## src/rtl/spi_pkg.sv

```systemverilog
`default_nettype none
// ============================================================================
// Module      : spi_pkg
// Description : Shared state encoding and synchronizer depth for the SPI slave.
// Revision    : 1.0 - initial release
// ============================================================================
package spi_pkg;

    localparam int SPI_SYNC_STAGES = 2;

    typedef enum logic [0:0] {
        SPI_S_IDLE   = 1'b0,
        SPI_S_ACTIVE = 1'b1
    } spi_state_e;

endpackage
`default_nettype wire

```

## src/rtl/sync_2ff.sv

```systemverilog
`default_nettype none
// ============================================================================
// Module      : sync_2ff
// Description : Single-bit flop chain synchronizer, async active-high reset.
// Revision    : 1.0 - initial release
// ============================================================================
module sync_2ff
    import spi_pkg::*;
(
    input  logic clk,
    input  logic reset,
    input  logic d,
    output logic q
);

    logic [SPI_SYNC_STAGES-1:0] r_sync_q;
    logic [SPI_SYNC_STAGES-1:0] w_sync_d;

    always_comb begin
        w_sync_d = {r_sync_q[SPI_SYNC_STAGES-2:0], d};
    end

    always_ff @(posedge clk or posedge reset) begin
        if (reset) begin
            r_sync_q <= '0;
        end else begin
            r_sync_q <= w_sync_d;
        end
    end

    assign q = r_sync_q[SPI_SYNC_STAGES-1];

endmodule
`default_nettype wire

```

## src/rtl/spi_slave.sv

```systemverilog
`default_nettype none
// ============================================================================
// Module      : spi_slave
// Description : Mode-0 MSB-first SPI responder, oversampled in the clk domain.
// Revision    : 1.0 - initial release
// ============================================================================
module spi_slave
    import spi_pkg::*;
#(
    parameter int                   BIT_WIDTH    = 8,
    parameter logic [BIT_WIDTH-1:0] TX_IDLE_DATA = '0
)(
    input  logic                 clk,
    input  logic                 reset,
    input  logic                 sck,
    input  logic                 ssel,
    input  logic                 mosi,
    output logic                 miso,
    output logic                 miso_oe,
    output logic                 busy,
    output logic                 rx_data_tick,
    output logic [BIT_WIDTH-1:0] rx_data,
    input  logic                 tx_data_tick,
    input  logic [BIT_WIDTH-1:0] tx_data,
    output logic                 tx_pending,
    output logic                 frame_error
);

    localparam int CNT_W = $clog2(BIT_WIDTH);

    logic w_sck_s;
    logic w_ssel_s;
    logic w_mosi_s;

    sync_2ff u_sync_sck  (.clk(clk), .reset(reset), .d(sck),  .q(w_sck_s));
    sync_2ff u_sync_ssel (.clk(clk), .reset(reset), .d(ssel), .q(w_ssel_s));
    sync_2ff u_sync_mosi (.clk(clk), .reset(reset), .d(mosi), .q(w_mosi_s));

    spi_state_e           r_state_q,      w_state_d;
    logic [CNT_W-1:0]     r_bitcnt_q,     w_bitcnt_d;
    logic [BIT_WIDTH-1:0] r_rx_shift_q,   w_rx_shift_d;
    logic [BIT_WIDTH-1:0] r_tx_shift_q,   w_tx_shift_d;
    logic [BIT_WIDTH-1:0] r_tx_buf_q,     w_tx_buf_d;
    logic [BIT_WIDTH-1:0] r_rx_data_q,    w_rx_data_d;
    logic                 r_tx_pending_q, w_tx_pending_d;
    logic                 r_reload_q,     w_reload_d;
    logic                 r_rx_tick_q,    w_rx_tick_d;
    logic                 r_frame_err_q,  w_frame_err_d;
    logic                 r_sck_prev_q;
    logic                 r_ssel_prev_q;

    logic                 w_sck_rise;
    logic                 w_sck_fall;
    logic                 w_ssel_fall;
    logic                 w_ssel_rise;
    logic                 w_load;
    logic [BIT_WIDTH-1:0] w_rx_next;

    assign w_sck_rise  =  w_sck_s  & ~r_sck_prev_q;
    assign w_sck_fall  = ~w_sck_s  &  r_sck_prev_q;
    assign w_ssel_fall = ~w_ssel_s &  r_ssel_prev_q;
    assign w_ssel_rise =  w_ssel_s & ~r_ssel_prev_q;

    always_comb begin
        w_state_d      = r_state_q;
        w_bitcnt_d     = r_bitcnt_q;
        w_rx_shift_d   = r_rx_shift_q;
        w_tx_shift_d   = r_tx_shift_q;
        w_tx_buf_d     = r_tx_buf_q;
        w_rx_data_d    = r_rx_data_q;
        w_tx_pending_d = r_tx_pending_q;
        w_reload_d     = r_reload_q;
        w_rx_tick_d    = 1'b0;
        w_frame_err_d  = 1'b0;
        w_load         = 1'b0;
        w_rx_next      = {r_rx_shift_q[BIT_WIDTH-2:0], w_mosi_s};

        case (r_state_q)
            SPI_S_IDLE: begin
                if (w_ssel_fall) begin
                    w_state_d  = SPI_S_ACTIVE;
                    w_load     = 1'b1;
                    w_bitcnt_d = '0;
                    w_reload_d = 1'b0;
                end
            end
            SPI_S_ACTIVE: begin
                // ssel is checked first so a coincident sck event is dropped
                if (w_ssel_rise) begin
                    w_state_d     = SPI_S_IDLE;
                    w_frame_err_d = (r_bitcnt_q != '0);
                    w_bitcnt_d    = '0;
                    w_reload_d    = 1'b0;
                end else if (w_sck_rise) begin
                    w_rx_shift_d = w_rx_next;
                    if (r_bitcnt_q == CNT_W'(BIT_WIDTH - 1)) begin
                        w_rx_data_d = w_rx_next;
                        w_rx_tick_d = 1'b1;
                        w_bitcnt_d  = '0;
                        w_reload_d  = 1'b1;
                    end else begin
                        w_bitcnt_d = r_bitcnt_q + CNT_W'(1);
                    end
                end else if (w_sck_fall) begin
                    if (r_reload_q) begin
                        w_load     = 1'b1;
                        w_reload_d = 1'b0;
                    end else begin
                        w_tx_shift_d = {r_tx_shift_q[BIT_WIDTH-2:0], 1'b0};
                    end
                end
            end
            default: w_state_d = SPI_S_IDLE;
        endcase

        // A host tick landing on a load cycle goes straight to the shifter
        if (w_load) begin
            if (tx_data_tick) begin
                w_tx_shift_d = tx_data;
            end else if (r_tx_pending_q) begin
                w_tx_shift_d = r_tx_buf_q;
            end else begin
                w_tx_shift_d = TX_IDLE_DATA;
            end
            w_tx_pending_d = 1'b0;
        end else if (tx_data_tick) begin
            w_tx_buf_d     = tx_data;
            w_tx_pending_d = 1'b1;
        end
    end

    always_ff @(posedge clk or posedge reset) begin
        if (reset) begin
            r_state_q      <= SPI_S_IDLE;
            r_bitcnt_q     <= '0;
            r_rx_shift_q   <= '0;
            r_tx_shift_q   <= '0;
            r_tx_buf_q     <= '0;
            r_rx_data_q    <= '0;
            r_tx_pending_q <= 1'b0;
            r_reload_q     <= 1'b0;
            r_rx_tick_q    <= 1'b0;
            r_frame_err_q  <= 1'b0;
            r_sck_prev_q   <= 1'b0;
            r_ssel_prev_q  <= 1'b0;
        end else begin
            r_state_q      <= w_state_d;
            r_bitcnt_q     <= w_bitcnt_d;
            r_rx_shift_q   <= w_rx_shift_d;
            r_tx_shift_q   <= w_tx_shift_d;
            r_tx_buf_q     <= w_tx_buf_d;
            r_rx_data_q    <= w_rx_data_d;
            r_tx_pending_q <= w_tx_pending_d;
            r_reload_q     <= w_reload_d;
            r_rx_tick_q    <= w_rx_tick_d;
            r_frame_err_q  <= w_frame_err_d;
            r_sck_prev_q   <= w_sck_s;
            r_ssel_prev_q  <= w_ssel_s;
        end
    end

    assign miso         = r_tx_shift_q[BIT_WIDTH-1];
    assign busy         = (r_state_q == SPI_S_ACTIVE);
    assign miso_oe      = (r_state_q == SPI_S_ACTIVE);
    assign rx_data_tick = r_rx_tick_q;
    assign rx_data      = r_rx_data_q;
    assign tx_pending   = r_tx_pending_q;
    assign frame_error  = r_frame_err_q;

endmodule
`default_nettype wire

```

## config.mk

```make
export PLATFORM = sky130hd
export DESIGN_NAME = spi_slave
export DESIGN_NICKNAME = d
export VERILOG_FILES = /design/src/rtl/spi_pkg.sv /design/src/rtl/sync_2ff.sv /design/src/rtl/spi_slave.sv
export SDC_FILE = /design/constraint.sdc
export NUM_CORES = 1
export LEC_CHECK = 0
export ABC_AREA = 1
export CAP_MARGIN = 20
export CORE_UTILIZATION = 50
export CTS_BUF_LIST = sky130_fd_sc_hd__clkbuf_8
export CTS_CLUSTER_SIZE = 24
export DETAILED_ROUTE_END_ITERATION = 7
export PLACE_DENSITY = 0.74
export SLEW_MARGIN = 30
export SYNTH_ARGS = -nofsm -noshare
export SYNTH_HDL_FRONTEND = slang
export SYNTH_SLANG_ARGS = --single-unit
```

## constraint.sdc

```tcl
create_clock -name clk -period 1.35 [get_ports clk]
set_input_delay 0.27 -clock clk [delete_from_list [all_inputs] [get_ports clk]]
set_output_delay 0.27 -clock clk [all_outputs]
set_load 0.02 [all_outputs]
```

==> impl_metrics.env, run 1 <==
export IMPL_cts_tree="yes"
export IMPL_postSynthAreaPerCell_um2=8.867
export IMPL_cts_max_level=2
export IMPL_crit_chain="dlygate4sd2_1"
export IMPL_ios=28
export IMPL_drv_slew=0
export IMPL_critical_path_required_ps=1080
export IMPL_drive_gt1_share_pct=17.15
export IMPL_maxCapViolCount=0
export IMPL_clk_latency_ps=300
export IMPL_wl_um=3723
export IMPL_cts_buffer_depth=2
export IMPL_wl_per_cell_um=11.56
export IMPL_gr_usage_met2_pct=29.72
export IMPL_viasPerCell=5.025
export IMPL_syn_inst=231
export IMPL_maxSlewHeadroom_pct=83.77
export IMPL_setup_viol=0
export IMPL_cts_made_buffers=5
export IMPL_die_area_mm2=0.004357
export IMPL_path_buf_inv=1
export IMPL_die_y_um=66.01
export IMPL_end_kind="primary output"
export IMPL_grt_use_met1_pct=28.46
export IMPL_cts_root_buf="clkbuf_8"
export IMPL_cp_start_kind="flop"
export IMPL_critPathKind="flop to primary output"
export IMPL_p_leak_nw=1.371
export IMPL_fin_worst_skew_ps=1.761
export IMPL_core_area_mm2=0.003799
export IMPL_fmax_mhz=772.9
export IMPL_hold_violations=0
export IMPL_r2r_start="r_bitcnt_q[0]$_DFFE_PP0P_"
export IMPL_synthToLayoutAreaGrowth_pct=27.67
export IMPL_antenna_left=0
export IMPL_fin_crit_ps=1294
export IMPL_p_total_mw=3.542
export IMPL_holdCritPathClass="flop to flop"
export IMPL_regToRegSetupSlack_ps=90
export IMPL_first_pass_iters=4
export IMPL_crit_family="flip-flops"
export IMPL_grt_pass1_vias=1482
export IMPL_synth_distinct_cells=23
export IMPL_post_route_util_pct=68.84
export IMPL_track_usage_pct=20.17
export IMPL_initial_utilization_pct=53.92
export IMPL_overflow=0
export IMPL_hpwlAfterDp_um=2576
export IMPL_r2r_end="r_reload_q$_DFFE_PP0P_"
export IMPL_status="complete, no violations"
export IMPL_crit_fanout=2
export IMPL_diodes=0
export IMPL_rows=22
export IMPL_syn_nets=248
export IMPL_top_usage_layer="met2"
export IMPL_antenna_found_initial=0
export IMPL_die_w_um=66.01
export IMPL_pwr_density_cell_mw_per_mm2=1355
export IMPL_yosys_warnings=0
export IMPL_worst_slew_pin_slew_ps=243.5
export IMPL_cts_sinks=47
export IMPL_clkTransAtPathRegs_ps=80
export IMPL_synth_seq_cells=47
export IMPL_vias=1618
export IMPL_worstHoldStart="u_sync_ssel.r_sync_q[0]$_DFF_PP0_"
export IMPL_yosysSeqAreaShare_pct=57.42
export IMPL_synth_area_mm2=0.002048
export IMPL_r2r_cells=8
export IMPL_irDropWorstVdd_mv=0.9721
export IMPL_portBuffers=27
export IMPL_worstPathArrival_ps=1020
export IMPL_grt_start_max_net_pins=48
export IMPL_min_path_cells=0
export IMPL_met3_usage_pct=5.172
export IMPL_cp_slowest_cell="dfrtp_1"
export IMPL_hold_end="u_sync_ssel.r_sync_q[1]$_DFF_PP0_"
export IMPL_finalCritPeriodShare_pct=95.84
export IMPL_globalplace_congestion=0.7888
export IMPL_finalNetCount=290
export IMPL_drc=0
export IMPL_slowest_delay_ps=400
export IMPL_drt_iter0_drc=88
export IMPL_grt_pass1_wl_um=6555
-- kinds of logic (layout without fill, tap and decap cells) --
logic type               count (synthesis)  count (layout)  synth area share (%)
AO/OA/AOI/OAI                           18              18                 4.643
adder cells (fa/ha/maj)                  3               3                 1.833
buffers and inverters                   24              67                 5.620
flip-flops                              47              47                 57.42
AND/OR/NAND/NOR                        139             139                 30.48
-- state kept, by name, indices dropped and copies added, names as in the netlist, 2 cells and up --
register	cells
rx_data	8
r_rx_shift_q	7
r_tx_buf_q	8
r_tx_shift_q	8
u_sync_ssel.r_sync_q	2
r_bitcnt_q	3
u_sync_sck.r_sync_q	2
u_sync_mosi.r_sync_q	2
-- layer usage --
layer	vias to the layer above	part of all wire [%]
met3	8	4.6
li1	805	-
met4	0	1.8
met2	40	46
met1	765	48
met5	-	0
-- worst max-delay path by stage --
stage	from	endpoint	slack, ps	cells after the start
2_1_floorplan	busy$_DFF_PP0_	r_tx_shift_q[1]$_DFFE_PP0P_	-60	9
3_3_place_gp	tx_data_tick	r_tx_shift_q[7]$_DFFE_PP0P_	-120	8
3_5_place_dp	tx_data_tick	r_tx_shift_q[7]$_DFFE_PP0P_	-140	8
4_1_cts	busy$_DFF_PP0_	busy	5	1
5_1_grt	tx_data_tick	r_tx_shift_q[7]$_DFFE_PP0P_	-10	8
6_report	rx_data[6]$_DFFE_PP0P_	rx_data[6]	60	1
-- synth_stat cells, drive strengths merged --
cell    count  share of area [%]
clkbuf      1               0.18
nor2        3                1.3
o21a        1               0.37
ha          3                1.8
clkinv      2               0.37
nand2     107                 21
o21ai      16                3.9
inv        16                2.9
a211oi      1               0.37
buf         5                2.1
dfrtp      47                 57
nand4       1               0.31
nand3      28                7.7
-- placed cells by master, fill, tap and decap left out, types with 2 or more instances in the layout --
cell type        synthesis  layout
nand2_4                  3       5
nand3_4                  1       2
o21ai_1                  4       4
nand3_1                 26      26
nor2_4                   2       2
clkinvlp_4               0       2
dfrtp_1                 47      46
clkbuf_2                 0       2
clkdlybuf4s50_1          0      13
nand2_1                100      99
dlygate4sd2_1            0      12
clkbuf_8                 0       6
inv_2                    1       5
buf_6                    1       3
inv_1                   15       9
buf_12                   0       2
o21ai_0                 12      12
buf_4                    1       9
nand2_2                  4       3
-- cell type report --
class                   instances  area (um2)
clock buffers                   6       82.58
clock inverters                 2       38.79
fillers                       314        1184
inverters                      18       77.57
multi-input cells             160       792.0
flip-flops and latches         47        1177
well taps                      48       60.06
repair buffers                 41       386.6
-- power breakdown --
| group | internal, mW | switching [mW] | total, mW |
|---|---|---|---|
| Sequential | 1.63 | 0.124 | 1.75 |
| Combinational | 0.286 | 0.419 | 0.705 |
| Clock | 0.609 | 0.474 | 1.08 |
-- per-stage QoR --
stage	setup WS, ps	cells	hold slack [ps]	cell area [um2]	TNS [ps]
3_5_place_dp	-142.1	313	334.7	2457	-1214
6_report	56.13	322	353.0	2615	0
3_3_place_gp	-125.0	313	331.6	2457	-808.9
4_1_cts	5.043	321	354.9	2561	0
2_1_floorplan	-56.07	231	293.3	2052	-56.07
5_1_grt	-10.61	322	363.2	2615	-10.61
-- timing repair --
| action | CTS | global route |
|---|---|---|
| pin swaps | 1 | 2 |
| endpoints found under the setup margin | 23 | 28 |
| gates resized for setup | 16 | 20 |
| buffers inserted | 0 | 1 |
| hold buffers | 0 | 0 |
Power figures use the tool's default switching activity.
==> run 2: changes to the inputs <==
Settings changed: CORE_UTILIZATION 50 to 45, PLACE_DENSITY 0.74 to 0.65.
Clock period 1.35 ns to 1.6 ns, I/O delays scaled along.
==> run 2 against run 1 <==
Against the previous run:
- sequential power down 15%
- cell area shrank 3.5%
- combinational power decreased by 19%
- non-clock buffer count fell by 5
- global-route usage is 3.3 points lower
- hold slack improved by 4.1 ps
- utilization decreased by 11 points
- die area grew 11%
- first-iteration DRC count is the same
- clock-buffer cell count is 1 lower
- largest cell class unchanged
==> impl_metrics.env, run 2 (synthesis results as in run 1) <==
export IMPL_synthToLayoutAreaGrowth_pct=23.21
export IMPL_grt_pass1_vias=1464
export IMPL_finalNetCount=285
export IMPL_die_w_um=69.47
export IMPL_hpwlAfterDp_um=2606
export IMPL_drc=0
export IMPL_setup_viol=0
export IMPL_final_common_cell="nand2_1"
export IMPL_die_area_mm2=0.004825
export IMPL_cts_made_buffers=5
export IMPL_finalSetupTns_ps=0
export IMPL_final_cell_mix="nand2_1, dfrtp_1, nand3_1"
export IMPL_core_area_mm2=0.004354
export IMPL_diodes=0
export IMPL_status="complete, no violations"
export IMPL_path_buf_inv=1
export IMPL_drv_slew=0
export IMPL_vias=1535
export IMPL_finalCritPeriodShare_pct=96.83
export IMPL_fin_ws_ps=50.72
export IMPL_drive_gt1_share_pct=11.15
export IMPL_grt_pass1_wl_um=6548
export IMPL_viasPerCell=4.782
export IMPL_cts_tree="yes"
export IMPL_cts_buffer_depth=2
export IMPL_top_usage_layer="met2"
export IMPL_num_fill_cells=395
export IMPL_cp_start_kind="flop"
export IMPL_ios=28
export IMPL_cts_sinks=47
export IMPL_antenna_found_initial=0
export IMPL_placedCellCount=313
export IMPL_slowest_delay_ps=590
export IMPL_cp_slowest_cell="clkdlybuf4s50_1"
export IMPL_whs_ps=357.1
export IMPL_maxCapViolCount=0
export IMPL_end_kind="primary output"
export IMPL_p_leak_nw=1.389
export IMPL_worstPathArrival_ps=1230
export IMPL_hold_violations=0
export IMPL_wl_um=3710
export IMPL_crit_family="buffers and inverters"
export IMPL_clkTransAtPathRegs_ps=100
export IMPL_crit_chain="clkdlybuf4s50_1"
export IMPL_met3_usage_pct=4.506
export IMPL_first_pass_iters=4
export IMPL_clk_latency_ps=310
export IMPL_irDropWorstVdd_mv=0.5859
export IMPL_worst_slew_pin_slew_ps=239.9
export IMPL_globalplace_congestion=0.7425
export IMPL_ff_latch_area_mm2=0.001176
export IMPL_antenna_left=0
export IMPL_instances_no_fill=321
export IMPL_rsz0062_at_grt="false"
export IMPL_maxSlewHeadroom_pct=83.91
export IMPL_critPathKind="flop to primary output"
export IMPL_pwr_density_cell_mw_per_mm2=1117
export IMPL_die_y_um=69.47
export IMPL_multi_input_area_um2=757.0
export IMPL_fin_worst_skew_ps=5.716
export IMPL_cts_root_buf="clkbuf_8"
export IMPL_holdCritPathClass="input pin to asynchronous set/reset pin"
export IMPL_dpl_instance_area_mm2=0.002429
export IMPL_fmax_mhz=645.5
export IMPL_gr_usage_met2_pct=26.54
export IMPL_grt_start_max_net_pins=48
export IMPL_overflow=0
export IMPL_regToRegSetupSlack_ps=220
export IMPL_drt_iter0_drc=88
export IMPL_cts_setup_buffers=0
export IMPL_fin_crit_ps=1549
export IMPL_post_place_ws_ps=17.70
export IMPL_crit_fanout=1
export IMPL_portBuffers=27
export IMPL_fin_area_mm2=0.002524
export IMPL_critical_path_required_ps=1280
export IMPL_rows=24
export IMPL_track_usage_pct=16.86
export IMPL_wl_per_cell_um=11.56
export IMPL_initial_utilization_pct=47.04
export IMPL_grt_use_met1_pct=23.02
export IMPL_cts_max_level=2
run 2: stage by stage:
| stage | power (mW) | utilization [%] |
|---|---|---|
| 3_5_place_dp | 2.095 | 55.78 |
| 2_1_floorplan | 1.888 | - |
| 3_3_place_gp | 2.079 | 55.78 |
| 4_1_cts | 2.855 | 57.73 |
| 5_1_grt | 3.003 | 57.96 |
| 6_report | 2.819 | 57.96 |
run 2: final timing paths:
check,depth (start not counted),start,endpoint
setup / recovery,1,frame_error$_DFF_PP0_,frame_error
hold / removal,3,reset,u_sync_mosi.r_sync_q[0]$_DFF_PP0_
setup reg to reg,8,r_bitcnt_q[0]$_DFFE_PP0P_,rx_data[2]$_DFFE_PP0P_
hold reg to reg,0,u_sync_sck.r_sync_q[0]$_DFF_PP0_,u_sync_sck.r_sync_q[1]$_DFF_PP0_
max in group asynchronous,3,reset,r_ssel_prev_q$_DFF_PP0_
min in group clk,0,u_sync_sck.r_sync_q[0]$_DFF_PP0_,u_sync_sck.r_sync_q[1]$_DFF_PP0_
run 2: metal layers:
metal / part of all wire (%) / vias to the layer above / wire length (um)
met3: 4.3 / 5 / 161
met4: 1.2 / 0 / 44
li1: - / 798 / -
met1: 50 / 701 / 1857
met2: 44 / 31 / 1646
met5: 0 / - / 0
run 2: repair_timing:
action | 4_1_cts | 5_1_grt
hold buffers | 0 | 0
resized for setup | 9 | 4
setup endpoints to repair | 9 | 4
pin swaps | 0 | 0
run 2: layout make-up:
cell class | instances | share of cell area (%)
flip-flops and latches | 47 | 46.60
well taps | 52 | 2.578
inverters | 18 | 2.677
multi-input cells | 160 | 30.00
repair buffers | 36 | 14.33
clock inverters | 3 | 1.091
clock buffers | 5 | 2.727
run 2: report_power, final:
group	internal, mW	leakage, nW	switching (mW)
Sequential	1.38	0.608	0.109
Combinational	0.229	0.734	0.341
Clock	0.324	0.0467	0.441
Total	1.93	1.39	0.891
